<file path="config.mk">
export PLATFORM = sky130hd
export DESIGN_NAME = wb_grf_flat
export DESIGN_NICKNAME = d
export VERILOG_FILES = /design/src/rtl/wb_grf_pkg.sv /design/src/rtl/wb_grf_if.sv /design/src/rtl/wb_grf_grf_array.sv /design/src/rtl/wb_grf.sv /design/src/flat_wrapper.sv
export SDC_FILE = /design/constraint.sdc
export NUM_CORES = 2
export LEC_CHECK = 0
export ABC_CLOCK_PERIOD_IN_PS = 3720
export BUFFER_PORTS_ARGS = -buffer_cell sky130_fd_sc_hd__buf_2
export CAP_MARGIN = 20
export CORE_ASPECT_RATIO = 1.25
export CORE_UTILIZATION = 43
export DETAILED_ROUTE_END_ITERATION = 10
export REMOVE_ABC_BUFFERS = 1
export SYNTH_ARGS = -nofsm -noshare
export SYNTH_HDL_FRONTEND = slang
export SYNTH_SLANG_ARGS = --single-unit
</file>
<file path="constraint.sdc">
create_clock -name clk -period 3.72 [get_ports clk]
set_clock_uncertainty 0.2 [all_clocks]
set_input_delay 0.372 -clock clk [delete_from_list [all_inputs] [get_ports clk]]
set_output_delay 0.372 -clock clk [all_outputs]
set_load 0.005 [all_outputs]
</file>
<file path="src/rtl/wb_grf_pkg.sv">
// wb_grf_pkg: shared instruction-bus bit indices, reset constants and trace payload type
package wb_grf_pkg;
   localparam int INSTR_W = 28;
   localparam int NREG = 32;
   localparam logic [31:0] PC_RESET = 32'h0000_3000;
   localparam logic [4:0] ZERO_REG = 5'd0;
   localparam int I_CAL_R = 27;
   localparam int I_LUI = 26;
   localparam int I_LW = 25;
   localparam int I_LH = 24;
   localparam int I_LB = 23;
   localparam int I_SW = 22;
   localparam int I_SH = 21;
   localparam int I_SB = 20;
   localparam int I_BEQ = 19;
   localparam int I_BNE = 18;
   localparam int I_JAL = 17;
   localparam int I_JR = 16;
   localparam int I_JALR = 15;
   localparam int I_MULT = 14;
   localparam int I_DIV = 13;
   localparam int I_MFHI = 12;
   localparam int I_NOP = 11;
   localparam int I_MFLO = 10;
   localparam int I_MTHI = 9;
   localparam int I_MTLO = 8;
   localparam int I_ADDI = 7;
   localparam int I_ANDI = 6;
   localparam int I_SLTI = 5;
   localparam int I_SLTIU = 4;
   localparam int I_LHU = 3;
   localparam int I_LBU = 2;
   localparam int I_ORI = 1;
   localparam int I_XORI = 0;
   typedef struct packed {
      logic [31:0] pc;
      logic [4:0]  a3;
      logic [31:0] data;
   } trace_t;
endpackage

</file>
<file path="src/rtl/wb_grf_if.sv">
// wb_grf_if: M/W pipeline bundle, decode read ports and retire/trace outputs
interface wb_grf_if #(parameter int INSTR_W = wb_grf_pkg::INSTR_W);
   logic [4:0]         W_a3;
   logic               W_grf_en;
   logic [31:0]        W_vin;
   logic [31:0]        W_pc;
   logic [INSTR_W-1:0] W_instrbus;
   logic [4:0]         D_a1;
   logic [4:0]         D_a2;
   logic [31:0]        D_rd1;
   logic [31:0]        D_rd2;
   logic [31:0]        retire_cnt;
   logic               trace_valid;
   logic [31:0]        trace_pc;
   logic [4:0]         trace_a3;
   logic [31:0]        trace_data;
   modport master (
      output W_a3, W_grf_en, W_vin, W_pc, W_instrbus, D_a1, D_a2,
      input  D_rd1, D_rd2, retire_cnt, trace_valid, trace_pc, trace_a3, trace_data
   );
   modport slave (
      input  W_a3, W_grf_en, W_vin, W_pc, W_instrbus, D_a1, D_a2,
      output D_rd1, D_rd2, retire_cnt, trace_valid, trace_pc, trace_a3, trace_data
   );
endinterface

</file>
<file path="src/rtl/wb_grf_grf_array.sv">
// grf_array: register storage, one synchronous write port, two combinational reads, $0 reads zero
module grf_array #(
   parameter int NREG = wb_grf_pkg::NREG
) (
   input  logic        clk,
   input  logic        reset,
   input  logic        we,
   input  logic [4:0]  wa,
   input  logic [31:0] wd,
   input  logic [4:0]  ra1,
   input  logic [4:0]  ra2,
   output logic [31:0] rd1,
   output logic [31:0] rd2
);
   import wb_grf_pkg::*;
   logic [31:0] regs [NREG];
   always_ff @(posedge clk) begin
      if (reset) begin
         for (int i = 0; i < NREG; i++) regs[i] <= '0;
      end else if (we && wa != ZERO_REG) begin
         regs[wa] <= wd;
      end
   end
   assign rd1 = (ra1 == ZERO_REG) ? '0 : regs[ra1];
   assign rd2 = (ra2 == ZERO_REG) ? '0 : regs[ra2];
endmodule

</file>
<file path="src/rtl/wb_grf.sv">
// wb_grf: write-back stage register file with W->D bypass, retire counter and registered trace
module wb_grf #(
   parameter int          NREG     = wb_grf_pkg::NREG,
   parameter logic [31:0] PC_RESET = wb_grf_pkg::PC_RESET,
   parameter int          INSTR_W  = wb_grf_pkg::INSTR_W,
   parameter int          NOP_BIT  = wb_grf_pkg::I_NOP
) (
   input logic    clk,
   input logic    reset,
   wb_grf_if.slave bus
);
   import wb_grf_pkg::*;
   logic        we_eff;
   logic        retire;
   logic [31:0] rf1, rf2, cnt;
   logic        tv;
   trace_t      tr;
   assign we_eff = bus.W_grf_en && bus.W_a3 != ZERO_REG && !reset;
   assign retire = !reset && (|bus.W_instrbus) && !bus.W_instrbus[NOP_BIT];
   grf_array #(.NREG(NREG)) u_rf (
      .clk   (clk),
      .reset (reset),
      .we    (we_eff),
      .wa    (bus.W_a3),
      .wd    (bus.W_vin),
      .ra1   (bus.D_a1),
      .ra2   (bus.D_a2),
      .rd1   (rf1),
      .rd2   (rf2)
   );
   assign bus.D_rd1 = (bus.D_a1 == ZERO_REG) ? '0 :
                      (bus.W_grf_en && bus.W_a3 == bus.D_a1) ? bus.W_vin : rf1;
   assign bus.D_rd2 = (bus.D_a2 == ZERO_REG) ? '0 :
                      (bus.W_grf_en && bus.W_a3 == bus.D_a2) ? bus.W_vin : rf2;
   always_ff @(posedge clk) begin
      if (reset) begin
         cnt <= '0;
         tv  <= 1'b0;
         tr  <= '{pc: PC_RESET, a3: ZERO_REG, data: '0};
      end else begin
         if (retire) cnt <= cnt + 32'd1;
         tv <= we_eff;
         if (we_eff) tr <= '{pc: bus.W_pc, a3: bus.W_a3, data: bus.W_vin};
      end
   end
   assign bus.retire_cnt  = cnt;
   assign bus.trace_valid = tv;
   assign bus.trace_pc    = tr.pc;
   assign bus.trace_a3    = tr.a3;
   assign bus.trace_data  = tr.data;
endmodule

</file>
<file path="src/flat_wrapper.sv">
// flat-port wrapper written by rule: the top's interface ports become plain ports
module wb_grf_flat import wb_grf_pkg::*;
#(
   parameter int          NREG     = wb_grf_pkg::NREG,
   parameter logic [31:0] PC_RESET = wb_grf_pkg::PC_RESET,
   parameter int          INSTR_W  = wb_grf_pkg::INSTR_W,
   parameter int          NOP_BIT  = wb_grf_pkg::I_NOP
)
  (clk, reset, bus_W_a3, bus_W_grf_en, bus_W_vin, bus_W_pc, bus_W_instrbus, bus_D_a1, bus_D_a2, bus_D_rd1, bus_D_rd2, bus_retire_cnt, bus_trace_valid, bus_trace_pc, bus_trace_a3, bus_trace_data);
  wb_grf_if #(.INSTR_W(INSTR_W)) bus_i ();
  input logic clk;
  input logic reset;
  input wire logic [$bits(bus_i.W_a3)-1:0] bus_W_a3;
  input wire logic [$bits(bus_i.W_grf_en)-1:0] bus_W_grf_en;
  input wire logic [$bits(bus_i.W_vin)-1:0] bus_W_vin;
  input wire logic [$bits(bus_i.W_pc)-1:0] bus_W_pc;
  input wire logic [$bits(bus_i.W_instrbus)-1:0] bus_W_instrbus;
  input wire logic [$bits(bus_i.D_a1)-1:0] bus_D_a1;
  input wire logic [$bits(bus_i.D_a2)-1:0] bus_D_a2;
  output wire logic [$bits(bus_i.D_rd1)-1:0] bus_D_rd1;
  output wire logic [$bits(bus_i.D_rd2)-1:0] bus_D_rd2;
  output wire logic [$bits(bus_i.retire_cnt)-1:0] bus_retire_cnt;
  output wire logic [$bits(bus_i.trace_valid)-1:0] bus_trace_valid;
  output wire logic [$bits(bus_i.trace_pc)-1:0] bus_trace_pc;
  output wire logic [$bits(bus_i.trace_a3)-1:0] bus_trace_a3;
  output wire logic [$bits(bus_i.trace_data)-1:0] bus_trace_data;
  assign bus_i.W_a3 = bus_W_a3;
  assign bus_i.W_grf_en = bus_W_grf_en;
  assign bus_i.W_vin = bus_W_vin;
  assign bus_i.W_pc = bus_W_pc;
  assign bus_i.W_instrbus = bus_W_instrbus;
  assign bus_i.D_a1 = bus_D_a1;
  assign bus_i.D_a2 = bus_D_a2;
  assign bus_D_rd1 = bus_i.D_rd1;
  assign bus_D_rd2 = bus_i.D_rd2;
  assign bus_retire_cnt = bus_i.retire_cnt;
  assign bus_trace_valid = bus_i.trace_valid;
  assign bus_trace_pc = bus_i.trace_pc;
  assign bus_trace_a3 = bus_i.trace_a3;
  assign bus_trace_data = bus_i.trace_data;
  wb_grf #(.NREG(NREG), .PC_RESET(PC_RESET), .INSTR_W(INSTR_W), .NOP_BIT(NOP_BIT)) u_core (.clk(clk), .reset(reset), .bus(bus_i));
endmodule
</file>
==> impl_metrics.csv <==
group,metric,value,unit
finish,final_cell_mix,"1024 x edfxtp_1, 994 x and2_1, 511 x mux4_2",
logic_synthesis,netlist.area_leader.share,0.5262,
placement,dpl.hpwl,129.2,mm
drt,wl,208.0,mm
cts,cts_buffer_depth,3,
finish,ff_latch_area,32790,um2
pwr,ir_drop,0.4182,mV
critical_path,crit_type,"primary input to primary output",
die,die_x,331.7,um
global_routing,grt_pass1_vias,39590,
cts,clock-sinks,1126,
global_routing,grt_max_degree,51,
die,coreArea,134200,um2
timing,rsz0062_at_grt,"false",
cts,path_clk_slew,0.06,ns
placement,gp_congestion,0.8900,
die,die_y,414.2,um
global_routing,grt_pass1_wl,292.0,mm
pwr,powerDensity,459.0,nW/um2
logic_synthesis,synthArstFlopShare,0,
logic_synthesis,synth_edf_count,1024,
critical_path,reg2regPathDepth,5,
drt,drt_iter0_markers,5142,
timing,worst_slew_pin_slew,1.144,ns
timing,max_freq,0.2735,GHz
critical_path,worstSetupStartpointType,"primary input",
timing,relSlewSlack,0.2374,
logic_synthesis,synth_area_leaders,"edfxtp_1 53%, mux4_2 20%, and2_1 11%",
drt,vias,39870,
pwr,finalPower,31.43,mW
logic_synthesis,yosysWarnings,0,
logic_synthesis,synth_cells,4089,
placement,numPortBuffers,275,
finish,n_fill_cell,11210,
logic_synthesis,yosysSeqAreaShare,0.5612,
die,die-area,137400,um2
worst_hold_path,hold_depth,3,
cts,cts_root_buf,"clkbuf_16",
drt,drtAntennaViolNets,0,
global_routing,antenna_found_initial,11,
drt,dr.pass1.iters,6,
global_routing,grt.overflow.total,0,
drt,wl_per_cell,32.90,um
critical_path,cp.arrival,3.08,ns
logic_synthesis,syn_avg_cell_area,14.29,um2
finish,num-nets-final,4572,
timing,slew_violations,0,
finish,multi_input_area,24360,um2
finish,synthToLayoutAreaGrowth,17.16,%
die,io_pins,276,
critical_path,rrSetupSlack,1.14,ns
outcome,outcome,"complete, no violations",
cts,h-tree-depth,3,
global_routing,grt_usage,0.3001,
die,rows,150,
die,initial_core_util,0.4355,
critical_path,r2r-end,"u_core.bus.retire_cnt[31]",
finish,final_cells,6322,
timing,fin_setup_tns,0,ns
drt,routed_via_density,6.306,
timing,fin_crit_sh,0.9827,
logic_synthesis,synth_cell_types,58,
finish,drive_above_1_share,0.3059,
drt,drc,0,
critical_path,cp-end-kind,"primary output",
timing,hold_viol,0,
timing,finalSetupViolCount,0,
critical_path,path_max_fanout,9,
critical_path,timing.rr.start,"u_core.bus.retire_cnt[6]",
run,cap_violations,0,
critical_path,cp.required,3.15,ns
cts,cts_buffers,121,
pwr,leakage,24.26,nW
cts,clk_latency,0.76,ns
placement,dp_cells,6018,
logic_synthesis,synth_seq_cells,1126,
logic_synthesis,synth_flop_cell,"edfxtp_1",
timing,period_needed,3.656,ns
worst_hold_path,hold_end,"u_core.bus.trace_data[14]",
finish,final_common_cell,"edfxtp_1",
worst_hold_path,min_from,"bus_W_vin[14]",
cts,cts_tree,"done",
logic_synthesis,yosys.area.top_type,"edfxtp_1",
logic_synthesis,netlist_area,58440,um2
worst_hold_path,hp-class,"primary input to flip-flop",
worst max-delay path: stages:
cell     delay, ns
buf_2         0.24
xor2_1        0.45
nor4_1        0.14
buf_4         0.17
a31oi_2       0.23
buf_12        0.19
buf_4         0.21
buf_4         0.16
a22oi_1       0.06
o21ai_0       0.55
buf_4         0.21
buf_2         0.10
synth_stat cells, drive strengths merged (3+ instances only):
library cell	number
nor2	85
clkbuf	317
o21ai	47
nand2b	3
or3	16
nand3	30
a21oi	146
buf	105
edfxtp	1024
mux2	37
and2	995
o22ai	14
mux2i	22
o211ai	5
nor3b	5
or4	15
inv	6
mux4	511
nor2b	16
o31ai	10
xor2	9
dfxtp	102
nand4	7
nand3b	10
or2	36
and3	5
nor3	20
o221ai	9
a211oi	24
nor4	11
nand2	198
xnor2	7
a22oi	199
a211o	24
per-layer routing:
layer | up-vias | global-route usage | share of wire
met1 | 20650 | 0.3931 | 0.38
met2 | 2417 | 0.4878 | 0.48
li1 | 16360 | - | -
met4 | 6 | 0.1500 | 0.052
met3 | 426 | 0.04503 | 0.092
met5 | - | 0 | 0.00013
logic make-up after synthesis:
group	Yosys count	share of synthesized area
buf+inv	429	0.02899
xor+xnor	16	0.002398
fa+ha+maj	1	0.0002141
mux	570	0.2078
compound gates	488	0.05520
flops	1126	0.5612
other cells	1	0.00006417
simple gates	1458	0.1441
cell type report:
cell class / instances / share of cell area
clock buffers: 160 / 0.04918
multi-input cells: 2565 / 0.3559
flip-flops and latches: 1126 / 0.4790
diodes: 7 / 0.0002559
well taps: 1748 / 0.03195
clock inverters: 69 / 0.01089
inverters: 7 / 0.0003838
repair buffers: 640 / 0.07250
power breakdown:
group,internal [mW],switching (mW),total [mW]
sequential,14.5,0.341,14.8
clock,7.32,5.29,12.6
combinational,1.74,2.27,4.01
how the worst max path moves through the flow:
stage                                         from                      end  slack (ns)  cells past startpoint
after floorplan                        bus_W_a3[4]  u_core.u_rf.regs[20][0]       -1.25                      5
after global placement                 bus_D_a1[0]             bus_D_rd1[0]        0.17                     10
after CTS                 u_core.u_rf.regs[11][18]            bus_D_rd1[18]        0.18                      6
final                                  bus_W_a3[3]            bus_D_rd1[18]        0.06                     12
after global routing                   bus_D_a1[0]             bus_D_rd1[0]        0.08                     10
after detailed placement               bus_D_a1[0]             bus_D_rd1[0]        0.20                     10
per-stage QoR:
stage	cell area (um2)	setup slack, ns	util	hold slack (ns)
after global routing	68450	0.07565	0.5101	0.05317
final	68460	0.06425	0.5102	0.03609
after global placement	63640	0.1743	0.4743	0.2388
after detailed placement	63640	0.2026	0.4743	0.2440
after floorplan	56880	-1.246	-	0.2411
after CTS	68430	0.1793	0.5099	0.004214
timing repair:
| action | CTS | global route |
|---|---|---|
| setup endpoints to repair | 0 | 0 |
| gates resized for setup | 0 | 0 |
| endpoints found under the hold margin | 193 | 0 |
| hold buffers | 67 | 0 |
| buffers inserted | 0 | 0 |
flip-flops by register name, summed over array words and instances, names as in the netlist:
| name | cells |
|---|---|
| u_core.u_rf.regs | 1024 |
| u_core.bus.retire_cnt | 32 |
| u_core.bus.trace_data | 32 |
| u_core.bus.trace_pc | 32 |
| u_core.bus.trace_a3 | 5 |
| u_core.bus.trace_valid | 1 |
Power figures use the tool's default switching activity.
